--- src/rtl/dmem_arb_pkg.sv ---
// Shared state encoding and address constants for the data-memory port arbiter.
package dmem_arb_pkg;

  typedef enum logic [1:0] {
    ST_IDLE,
    ST_CPU_RD,
    ST_VGA_BURST,
    ST_VGA_DRAIN
  } arb_state_t;

  localparam logic [31:0] WORD_STRIDE = 32'd4;

endpackage

--- src/rtl/dmem_port_arbiter_burst_addr_gen.sv ---
// Burst address generator: latches the burst base and walks it one word per step.
module burst_addr_gen
  import dmem_arb_pkg::*;
#(
  parameter int VGA_BURST = 8,
  parameter int BURST_W   = (VGA_BURST > 1) ? $clog2(VGA_BURST) : 1
) (
  input  logic        clock,
  input  logic        reset,
  input  logic        i_load,
  input  logic        i_step,
  input  logic [31:0] i_base,
  output logic [31:0] o_addr,
  output logic        o_last
);

  logic [31:0]        r_base;
  logic [BURST_W-1:0] r_cnt;

  // The load cycle already issues word 0 at the raw base, so the count starts at 1.
  always_ff @(posedge clock) begin
    if (reset) begin
      r_base <= 32'd0;
      r_cnt  <= '0;
    end else if (i_load) begin
      r_base <= i_base;
      r_cnt  <= BURST_W'(1);
    end else if (i_step) begin
      r_cnt <= r_cnt + BURST_W'(1);
    end
  end

  assign o_addr = r_base + (32'(r_cnt) * WORD_STRIDE);
  assign o_last = (r_cnt == BURST_W'(VGA_BURST - 1));

endmodule

--- src/rtl/dmem_port_arbiter.sv ---
// Arbitrates the single-ported data memory between MEM-stage loads/stores and
// VGA line bursts; VGA has priority, but the CPU is owed the first grant after a burst.
module dmem_port_arbiter
  import dmem_arb_pkg::*;
#(
  parameter int VGA_BURST = 8,
  parameter int BURST_W   = (VGA_BURST > 1) ? $clog2(VGA_BURST) : 1
) (
  input  logic        clock,
  input  logic        reset,
  input  logic        cpu_req,
  input  logic        cpu_we,
  input  logic [31:0] cpu_addr,
  input  logic [31:0] cpu_wdata,
  output logic [31:0] cpu_rdata,
  output logic        cpu_stall,
  input  logic        vga_req,
  input  logic [31:0] vga_base,
  output logic        vga_ack,
  output logic        vga_rvalid,
  output logic [31:0] vga_rdata,
  output logic        vga_done,
  output logic        mem_en,
  output logic        mem_we,
  output logic [31:0] mem_addr,
  output logic [31:0] mem_wdata,
  input  logic [31:0] mem_rdata
);

  arb_state_t  r_state;
  arb_state_t  w_next_state;
  logic        r_cpu_owed;
  logic        w_owed_next;
  logic        w_load;
  logic        w_step;
  logic        w_last;
  logic [31:0] w_burst_addr;

  burst_addr_gen #(
    .VGA_BURST(VGA_BURST),
    .BURST_W  (BURST_W)
  ) u_addr_gen (
    .clock (clock),
    .reset (reset),
    .i_load(w_load),
    .i_step(w_step),
    .i_base(vga_base),
    .o_addr(w_burst_addr),
    .o_last(w_last)
  );

  always_ff @(posedge clock) begin
    if (reset) begin
      r_state    <= ST_IDLE;
      r_cpu_owed <= 1'b0;
    end else begin
      r_state    <= w_next_state;
      r_cpu_owed <= w_owed_next;
    end
  end

  // The CPU wins IDLE only when it is owed a grant or VGA is not asking.
  always_comb begin
    w_next_state = r_state;
    w_owed_next  = r_cpu_owed;
    w_load       = 1'b0;
    w_step       = 1'b0;
    cpu_rdata    = mem_rdata;
    cpu_stall    = 1'b0;
    vga_ack      = 1'b0;
    vga_rvalid   = 1'b0;
    vga_rdata    = 32'd0;
    vga_done     = 1'b0;
    mem_en       = 1'b0;
    mem_we       = 1'b0;
    mem_addr     = 32'd0;
    mem_wdata    = 32'd0;

    case (r_state)
      ST_IDLE: begin
        w_owed_next = 1'b0;
        if (cpu_req && (r_cpu_owed || !vga_req)) begin
          mem_en   = 1'b1;
          mem_addr = cpu_addr;
          if (cpu_we) begin
            mem_we    = 1'b1;
            mem_wdata = cpu_wdata;
          end else begin
            cpu_stall    = 1'b1;
            w_next_state = ST_CPU_RD;
          end
        end else if (vga_req) begin
          vga_ack      = 1'b1;
          w_load       = 1'b1;
          mem_en       = 1'b1;
          mem_addr     = vga_base;
          cpu_stall    = cpu_req;
          w_next_state = (VGA_BURST == 1) ? ST_VGA_DRAIN : ST_VGA_BURST;
        end
      end

      ST_CPU_RD: begin
        w_next_state = ST_IDLE;
      end

      ST_VGA_BURST: begin
        mem_en     = 1'b1;
        mem_addr   = w_burst_addr;
        vga_rvalid = 1'b1;
        vga_rdata  = mem_rdata;
        cpu_stall  = cpu_req;
        w_step     = 1'b1;
        if (w_last) begin
          w_next_state = ST_VGA_DRAIN;
        end
      end

      ST_VGA_DRAIN: begin
        vga_rvalid   = 1'b1;
        vga_rdata    = mem_rdata;
        vga_done     = 1'b1;
        cpu_stall    = cpu_req;
        w_owed_next  = 1'b1;
        w_next_state = ST_IDLE;
      end

      default: begin
        w_next_state = ST_IDLE;
      end
    endcase

    if (reset) begin
      w_load     = 1'b0;
      w_step     = 1'b0;
      cpu_rdata  = 32'd0;
      cpu_stall  = 1'b0;
      vga_ack    = 1'b0;
      vga_rvalid = 1'b0;
      vga_rdata  = 32'd0;
      vga_done   = 1'b0;
      mem_en     = 1'b0;
      mem_we     = 1'b0;
      mem_addr   = 32'd0;
      mem_wdata  = 32'd0;
    end
  end

endmodule

--- config.mk ---
export PLATFORM = sky130hd
export DESIGN_NAME = dmem_port_arbiter
export DESIGN_NICKNAME = d
export VERILOG_FILES = /design/src/rtl/dmem_arb_pkg.sv /design/src/rtl/dmem_port_arbiter_burst_addr_gen.sv /design/src/rtl/dmem_port_arbiter.sv
export SDC_FILE = /design/constraint.sdc
export NUM_CORES = 1
export LEC_CHECK = 0
export CAP_MARGIN = 20
export CORE_AREA = 2 2 104 106
export DETAILED_ROUTE_END_ITERATION = 6
export DIE_AREA = 0 0 106 108
export PLACE_DENSITY = 0.79
export SLEW_MARGIN = 5
export SYNTH_ARGS = -nofsm -noshare
export SYNTH_HDL_FRONTEND = slang
export SYNTH_SLANG_ARGS = --single-unit
--- constraint.sdc ---
create_clock -name clock -period 4 [get_ports clock]
set_input_delay 0.6 -clock clock [delete_from_list [all_inputs] [get_ports clock]]
set_output_delay 0.6 -clock clock [all_outputs]
set_load 0.05 [all_outputs]
## Word-level counts from Yosys, hierarchy flattened

Cells that the tools add are included.

- Add/subtract/negate cells: 2
- Equal/unequal tests: 7
- Mux-type cells: 41
- Reduce and logical (&&, ||, !) cells: 10

Operator list:

| operator | count |
|---|---|
| 32-bit 2-to-1 mux | 10 |
| 32-bit one-hot mux with 2 select lines | 1 |
| 32-bit by 5-bit adder with 32-bit output | 1 |
| 1-bit 2-to-1 mux | 22 |
| 2-bit 2-to-1 mux | 4 |
| 3-bit inequality test, second input constant | 2 |
| 1-bit one-hot mux with 2 select lines | 3 |
| 2-bit one-hot mux with 3 select lines | 1 |
| 2-bit OR reduction | 3 |
| 2-bit == test, second input constant | 2 |
| 2-bit nonzero test | 2 |
| 3-bit by 1-bit adder with 3-bit output, second input constant | 1 |
| 3-bit == test, second input constant | 1 |
| 3-bit AND reduction | 1 |
| 2-bit by 1-bit == test with 1-bit output, second input constant | 1 |
| 2-bit logical NOT | 1 |
| 2-bit by 1-bit inequality test with 1-bit output, second input constant | 1 |
| 1-bit logical AND | 1 |
| 1-bit logical NOT | 1 |
| 1-bit logical OR | 1 |

- Register bits after elaboration: 38
- Output and inout port bits: 134

## Depth between registers and ports, before layout

- Depth after elaboration: 7
- Gate-level depth with buffers: 8
- Mapped depth without buffers: 8

## By module

From an unflattened synthesis, not the netlist that was laid out.

- Cell total of the unflattened synthesis: 438
- Area, all modules: 3375.7 sq um

By module, submodules not included:

| module | times used | cells each | area each (sq um) | sequential area each (sq um) |
|---|---|---|---|---|
| burst_addr_gen | 1 | 216 | 1924.3 | 700.7 |
| dmem_port_arbiter | 1 | 222 | 1451.4 | 60.1 |

## Worst setup path before layout

No wires, ideal clock.

- Path kind: register to output
- Start: register u_addr_gen.r_cnt[0]
- End: output mem_addr[26]
- Arrival: 2.546 ns
- Setup slack: 0.854 ns
- Cell stages (with the launch flop): 9
- Cell sequence: dfxtp_1 > ha_1 > inv_1 > fa_1 > nor2b_1 > nor2_1 > nor4b_1 > o21ai_0 > a31oi_1

- Word-level cells in the longest chain between the ends: 3

Ends and longest elaborated chain:

| what | line | RTL |
|---|---|---|
| start, declared | dmem_port_arbiter_burst_addr_gen.sv:18 | `logic [BURST_W-1:0] r_cnt;` |
| start signal, assigned | dmem_port_arbiter_burst_addr_gen.sv:29 | `r_cnt <= r_cnt + BURST_W'(1);` |
| 32-bit by 5-bit adder with 32-bit output | dmem_port_arbiter_burst_addr_gen.sv:33 | `assign o_addr = r_base + (32'(r_cnt) * WORD_STRIDE);` |
| 32-bit one-hot mux with 2 select lines | dmem_port_arbiter.sv:79 | `case (r_state)` |
| 32-bit 2-to-1 mux | dmem_port_arbiter.sv:132 | `if (reset) begin` |
| end, declared | dmem_port_arbiter.sv:25 | `output logic [31:0] mem_addr,` |

No other way between the ends.

## Worst setup path in the final report

Same ends and word-level chain as after synthesis.

==> summary.md <==
* Vert. Die Dim: 108 um
* dominant combinational cell family by area after synthesis: simple AND/OR/NAND/NOR gates
* Post-synth EDFFs: 0
* number of nets in the synthesized netlist: 617
* kind of end point of the critical path: output port
* post-route clock period utilization: 0.861
* die outline width: 106 um
* data required time of the critical path: 3.40 ns
* number of diodes added for antenna fixing: 0
* result of the run: completed
* share of the yosys chip area belonging to registers: 0.228
* total routing usage reported by global routing: 0.240
* post-layout minimum cycle time: 3.44 ns
* drt first-iter violations: 185
* Layout Cells excl Fill: 855
* type of the worst setup path: flop to output port
* worst skew pair latency: 0.29 ns
* Final GP Congestion: 0.888
* RSZ-0062 raised after global routing: no
* adder and majority cell fraction of the synthesized area: 0.0397
* number of antenna violations at the first check in global routing: 0
* routed wirelength normalized by instance count: 16.6 um
* top flip-flop cell by instance count after synthesis: sky130_fd_sc_hd__dfxtp_1
* Syn Std Cell Area: 3340 um2
* number of buffers on the longest clock path: 2
* initial core utilization: 0.327
* internal reg-to-reg setup slack: 2.10 ns
* fin area: 6520 um2
* Resized cells post-CTS: 0
* commonest cells after routing, fill and taps aside: 232 x sky130_fd_sc_hd__clkdlybuf4s50_1, 81 x sky130_fd_sc_hd__nand2_1, 66 x sky130_fd_sc_hd__nor2b_1
* Vias/cell: 5.04
* detailed-placement wirelength estimate: 11300 um
* buffers inserted during post-CTS setup optimization: 0
* remaining global-route overflow: 0
* clk slew on worst S/H paths: 0.08 ns
* Detail Route Antenna Nets: 0
* kind of start point of the critical path: flop
* number of iterations in the first detailed-routing pass: 7
* number of DRC violations after detailed routing: 0
* Synth Instances: 474
* number of nets in the final layout: 861
* Net Sw Frac: 0.507
* total number of vias: 4305
* Routed WL: 14200 um
* Peak Freq: 0.291 GHz
* Setup violations, final: 0
* post-synthesis compound-gate area fraction: 0.207
* P_int: 1.39 mW
* sequential share of power: 0.192
* pin count of the biggest net entering global routing: 35
* #FFs+latches synth: 38
* Post-Route Setup TNS: 0 ns
* share of synthesized registers carrying an async set or reset: 0
* share of layout cells above drive strength 1: 0.0862
* area post-placement: 6420 um2
* Area growth syn-to-layout: 95.0%
* class of the tightest hold or removal check: flop to flop
* number of max-cap violations: 0
* total leakage power: 2.31 nW
* share of power burned in the clock network: 0.099
* worst setup skew after layout: 0.00376 ns
* share of synthesized area spent on multiplexers: 0.00899
* clock tree from TritonCTS: built
* clock tree root buffer cell: sky130_fd_sc_hd__clkbuf_8
* die footprint: 11400 um2
* Max transition margin: 0.424
* commonest non-fill, non-tap cell in the layout: sky130_fd_sc_hd__clkdlybuf4s50_1
* wire length of the first global-routing pass: 22000 um
* synthesized-area fraction occupied by and/or/nand/nor cells: 0.396
* CTS HTree Levels: 2
* net load switching power: 1.43 mW
* pre-CTS setup slack: 0.647 ns
* vias in the first global route: 4252
* data arrival time at the worst-slack endpoint: 2.84 ns
* Avg Inst Size Synth: 7.05 um2
* XOR/XNOR Fraction of Synth Area: 0.0629
* final hold slack: 0.462 ns
* Core Region: 10200 um2
* cell count after placement: 847
* worst-margin pin slew: 0.861 ns
* VDD IR max: 242 uV
* yosys warns: 0
* total power of the final layout: 2.83 mW
* boundary pin count: 267
* Max Transition Viols Final: 0
* FILL cells: 886
* number of core rows: 37
* count of hold buffers inserted by post-cts repair: 0
* smallest setup slack after layout: 0.558 ns
* number of buffers added by the clock tree synthesis step: 5
* number of I/O port buffers: 266
* Power Dens Cells: 434 nW/um2
* count of different cell masters after synthesis: 43
* part of the total power dissipated in combinational logic: 0.708
* Util after Layout: 0.637
* sink count of the clock tree: 38
* largest driver fanout on the critical path: 10
* final hold violation count: 0
==> power by group through the flow <==
stage	registers, mW	clock network (mW)	logic [mW]
6_report	0.544	0.281	2.00
5_1_grt	0.555	0.303	2.12
4_1_cts	0.542	0.290	2.01
3_5_place_dp	0.551	0	2.01
3_3_place_gp	0.542	0	1.98
2_1_floorplan	0.529	0	1.19
==> state kept, by name, summed over array words and instances, names as in the netlist <==
signal and count:
r_cpu_owed 1, u_addr_gen.r_cnt 3, r_state 2, u_addr_gen.r_base 32
==> layer usage <==
metal,vias to the layer above,share of wire,global-route usage
met5,-,0,0
met4,0,0.013,0.0498
met3,16,0.073,0.0573
met2,171,0.49,0.416
met1,1986,0.43,0.304
li1,2132,-,-
==> kinds of logic after synthesis <==
logic type | Yosys count
AOI/OAI and AO/OA | 107
xor gates and xnor gates | 24
adders and majority gates | 10
buffers and inverters | 48
DFF | 38
muxes | 3
and+or+nand+nor | 244
==> final timing paths <==
check                             from               endpoint  cells past startpoint
setup reg to reg            r_state[0]  u_addr_gen.r_base[20]                      6
hold reg to reg   u_addr_gen.r_base[1]   u_addr_gen.r_base[1]                      2
hold / removal    u_addr_gen.r_base[1]   u_addr_gen.r_base[1]                      2
setup / recovery   u_addr_gen.r_cnt[0]           mem_addr[26]                      9
==> critical path, stage by stage (launching register included) <==
cell	delay, ns
sky130_fd_sc_hd__dfxtp_1	0.38
sky130_fd_sc_hd__ha_1	0.21
sky130_fd_sc_hd__inv_1	0.06
sky130_fd_sc_hd__fa_1	0.42
sky130_fd_sc_hd__nor2b_1	0.26
sky130_fd_sc_hd__nor2_1	0.25
sky130_fd_sc_hd__o41a_1	0.43
sky130_fd_sc_hd__o21ai_0	0.18
sky130_fd_sc_hd__a31oi_1	0.16
sky130_fd_sc_hd__buf_12	0.21
==> Yosys cell counts (all sizes together), types with 4 or more instances <==
master / n / area share
o22ai: 19 / 0.036
o31a: 4 / 0.010
a21oi: 36 / 0.054
o21ai: 7 / 0.010
a22oi: 18 / 0.040
a31oi: 7 / 0.013
and4: 4 / 0.011
nor3: 10 / 0.015
nand2: 81 / 0.091
buf: 7 / 0.011
nand3: 7 / 0.010
nand4: 7 / 0.015
and2: 34 / 0.064
xor2: 6 / 0.016
dfxtp: 38 / 0.23
a222oi: 8 / 0.024
nor4: 5 / 0.014
inv: 8 / 0.0090
and3: 6 / 0.011
nor2b: 66 / 0.12
clkbuf: 33 / 0.037
xnor2: 18 / 0.047
ha: 9 / 0.034
nor2: 17 / 0.019
==> layout make-up <==
| class | count | area, um2 | area share |
|---|---|---|---|
| clock buffer | 6 | 82.6 | 0.0127 |
| clock inverter | 2 | 12.5 | 0.00192 |
| inverter | 8 | 30.0 | 0.00461 |
| multi-input combinational | 388 | 2400 | 0.369 |
| sequential | 38 | 761 | 0.117 |
| tap | 136 | 170 | 0.0261 |
| timing repair buffer | 277 | 3060 | 0.469 |
Power figures use the tool's default switching activity.
==> RTL change, RTL diff (config.mk and constraints unchanged) <==
`VGA_BURST` is set to 8 in 2 places; all go to 4.
--- a/src/rtl/dmem_port_arbiter_burst_addr_gen.sv
+++ b/src/rtl/dmem_port_arbiter_burst_addr_gen.sv
@@ -3,5 +3,5 @@
   import dmem_arb_pkg::*;
 #(
-  parameter int VGA_BURST = 8,
+  parameter int VGA_BURST = 4,
   parameter int BURST_W   = (VGA_BURST > 1) ? $clog2(VGA_BURST) : 1
 ) (
--- a/src/rtl/dmem_port_arbiter.sv
+++ b/src/rtl/dmem_port_arbiter.sv
@@ -4,5 +4,5 @@
   import dmem_arb_pkg::*;
 #(
-  parameter int VGA_BURST = 8,
+  parameter int VGA_BURST = 4,
   parameter int BURST_W   = (VGA_BURST > 1) ? $clog2(VGA_BURST) : 1
 ) (
Formal check against the unedited RTL: not equivalent (a bounded check fails within 10 cycles, from zero or initial values and one cycle with reset high).
==> RTL change against the original RTL <==
Hold slack improved by 0.0033 ns; setup slack improved by 0.032 ns; synthesized area decreased by 1.0%; total power decreased by 7.5%; sequential cell count decreased by 1; final area decreased by 0.77%; non-clock buffer count unchanged; sequential power decreased by 3%; clock skew increased by 0.0018 ns; critical path depth decreased by 1; register-to-register slack got worse by 0.43 ns; wire length decreased by 1.9%; count of clock-buffer cells in the layout increased by 1; largest cell class unchanged.
==> RTL change: results <==
export IMPL_status="completed"
export IMPL_p_leak_nw=2.41
export IMPL_nets=863
export IMPL_route_met3_wl_um=1020
export IMPL_synth_area_leaders="dfxtp_1, nor2b_1, nand2_1"
export IMPL_use_met3_pct=5.42
export IMPL_drt_iter0_markers=206
export IMPL_fillCellCount=894
export IMPL_tightest_slew_ns=0.698
export IMPL_grtUsageTotal_pct=23.8
export IMPL_min_delay_worst_endpoint="u_addr_gen.r_base[2]$_SDFFE_PP0P_"
export IMPL_synth_fa_ha_area_share_pct=3.25
export IMPL_grt_use_met2_pct=42.0
export IMPL_wl_met2_um=6860
export IMPL_vias=4364
export IMPL_finalPower_mw=2.62
export IMPL_synth_commonest_cells="nand2_1, nor2b_1, a21oi_1"
export IMPL_combPwrFrac_pct=69.9
export IMPL_ir_drop_mv=0.219
export IMPL_gp_congestion=0.875
export IMPL_r2r_end="r_state[1]$_SDFFE_PP0P_"
export IMPL_critPathMaxFanout=6
export IMPL_synthXorXnorAreaFrac_pct=6.35
export IMPL_crit_family="simple AND/OR/NAND/NOR gates"
export IMPL_slowest_delay_ns=0.47
export IMPL_p_sw_mw=1.31
export IMPL_worstPathArrival_ns=2.81
export IMPL_drive_above_1_share_pct=10.9
export IMPL_area_growth_pct=95.5
export IMPL_synth_compound_area_share_pct=20.0
export IMPL_hp_start="u_addr_gen.r_base[2]$_SDFFE_PP0P_"
export IMPL_grt_pass1_vias=4282
export IMPL_wirelength_um=13900
export IMPL_dpl_hpwl_um=11400
export IMPL_synthesis_nets=616
export IMPL_use_met1_pct=30.0
export IMPL_p_seq_mw=0.527
export IMPL_dpl_cell_area_mm2=0.00638
export IMPL_reg2regPathDepth=8
export IMPL_dr_pass1_iters=6
export IMPL_finClkSkew_ns=0.00555
export IMPL_grt_max_degree=39
export IMPL_cpMaxStageDelayCell="nor3_2"
-- RTL change: cell count changes after synthesis, sizes merged, moves of 5 or more --
cell and delta:
xor2 +6, nand4 +5, nand3 +5, xnor2 -6
nor2 +9
-- RTL change: stage by stage --
stage	cells	hold WS (ns)	setup slack, ns
final	858	0.465	0.589
after global placement	851	0.444	0.722
after CTS	858	0.468	0.608
after global routing	858	0.491	0.422
after detailed placement	851	0.457	0.632
after floorplan	475	0.436	0.918
-- RTL change: layout make-up --
| type | instances | area share, % |
|---|---|---|
| tap | 136 | 2.63 |
| multi-input combinational | 391 | 37.1 |
| clock buffer | 7 | 1.34 |
| inverter | 10 | 0.580 |
| sequential | 37 | 11.5 |
| timing repair buffer | 277 | 46.9 |
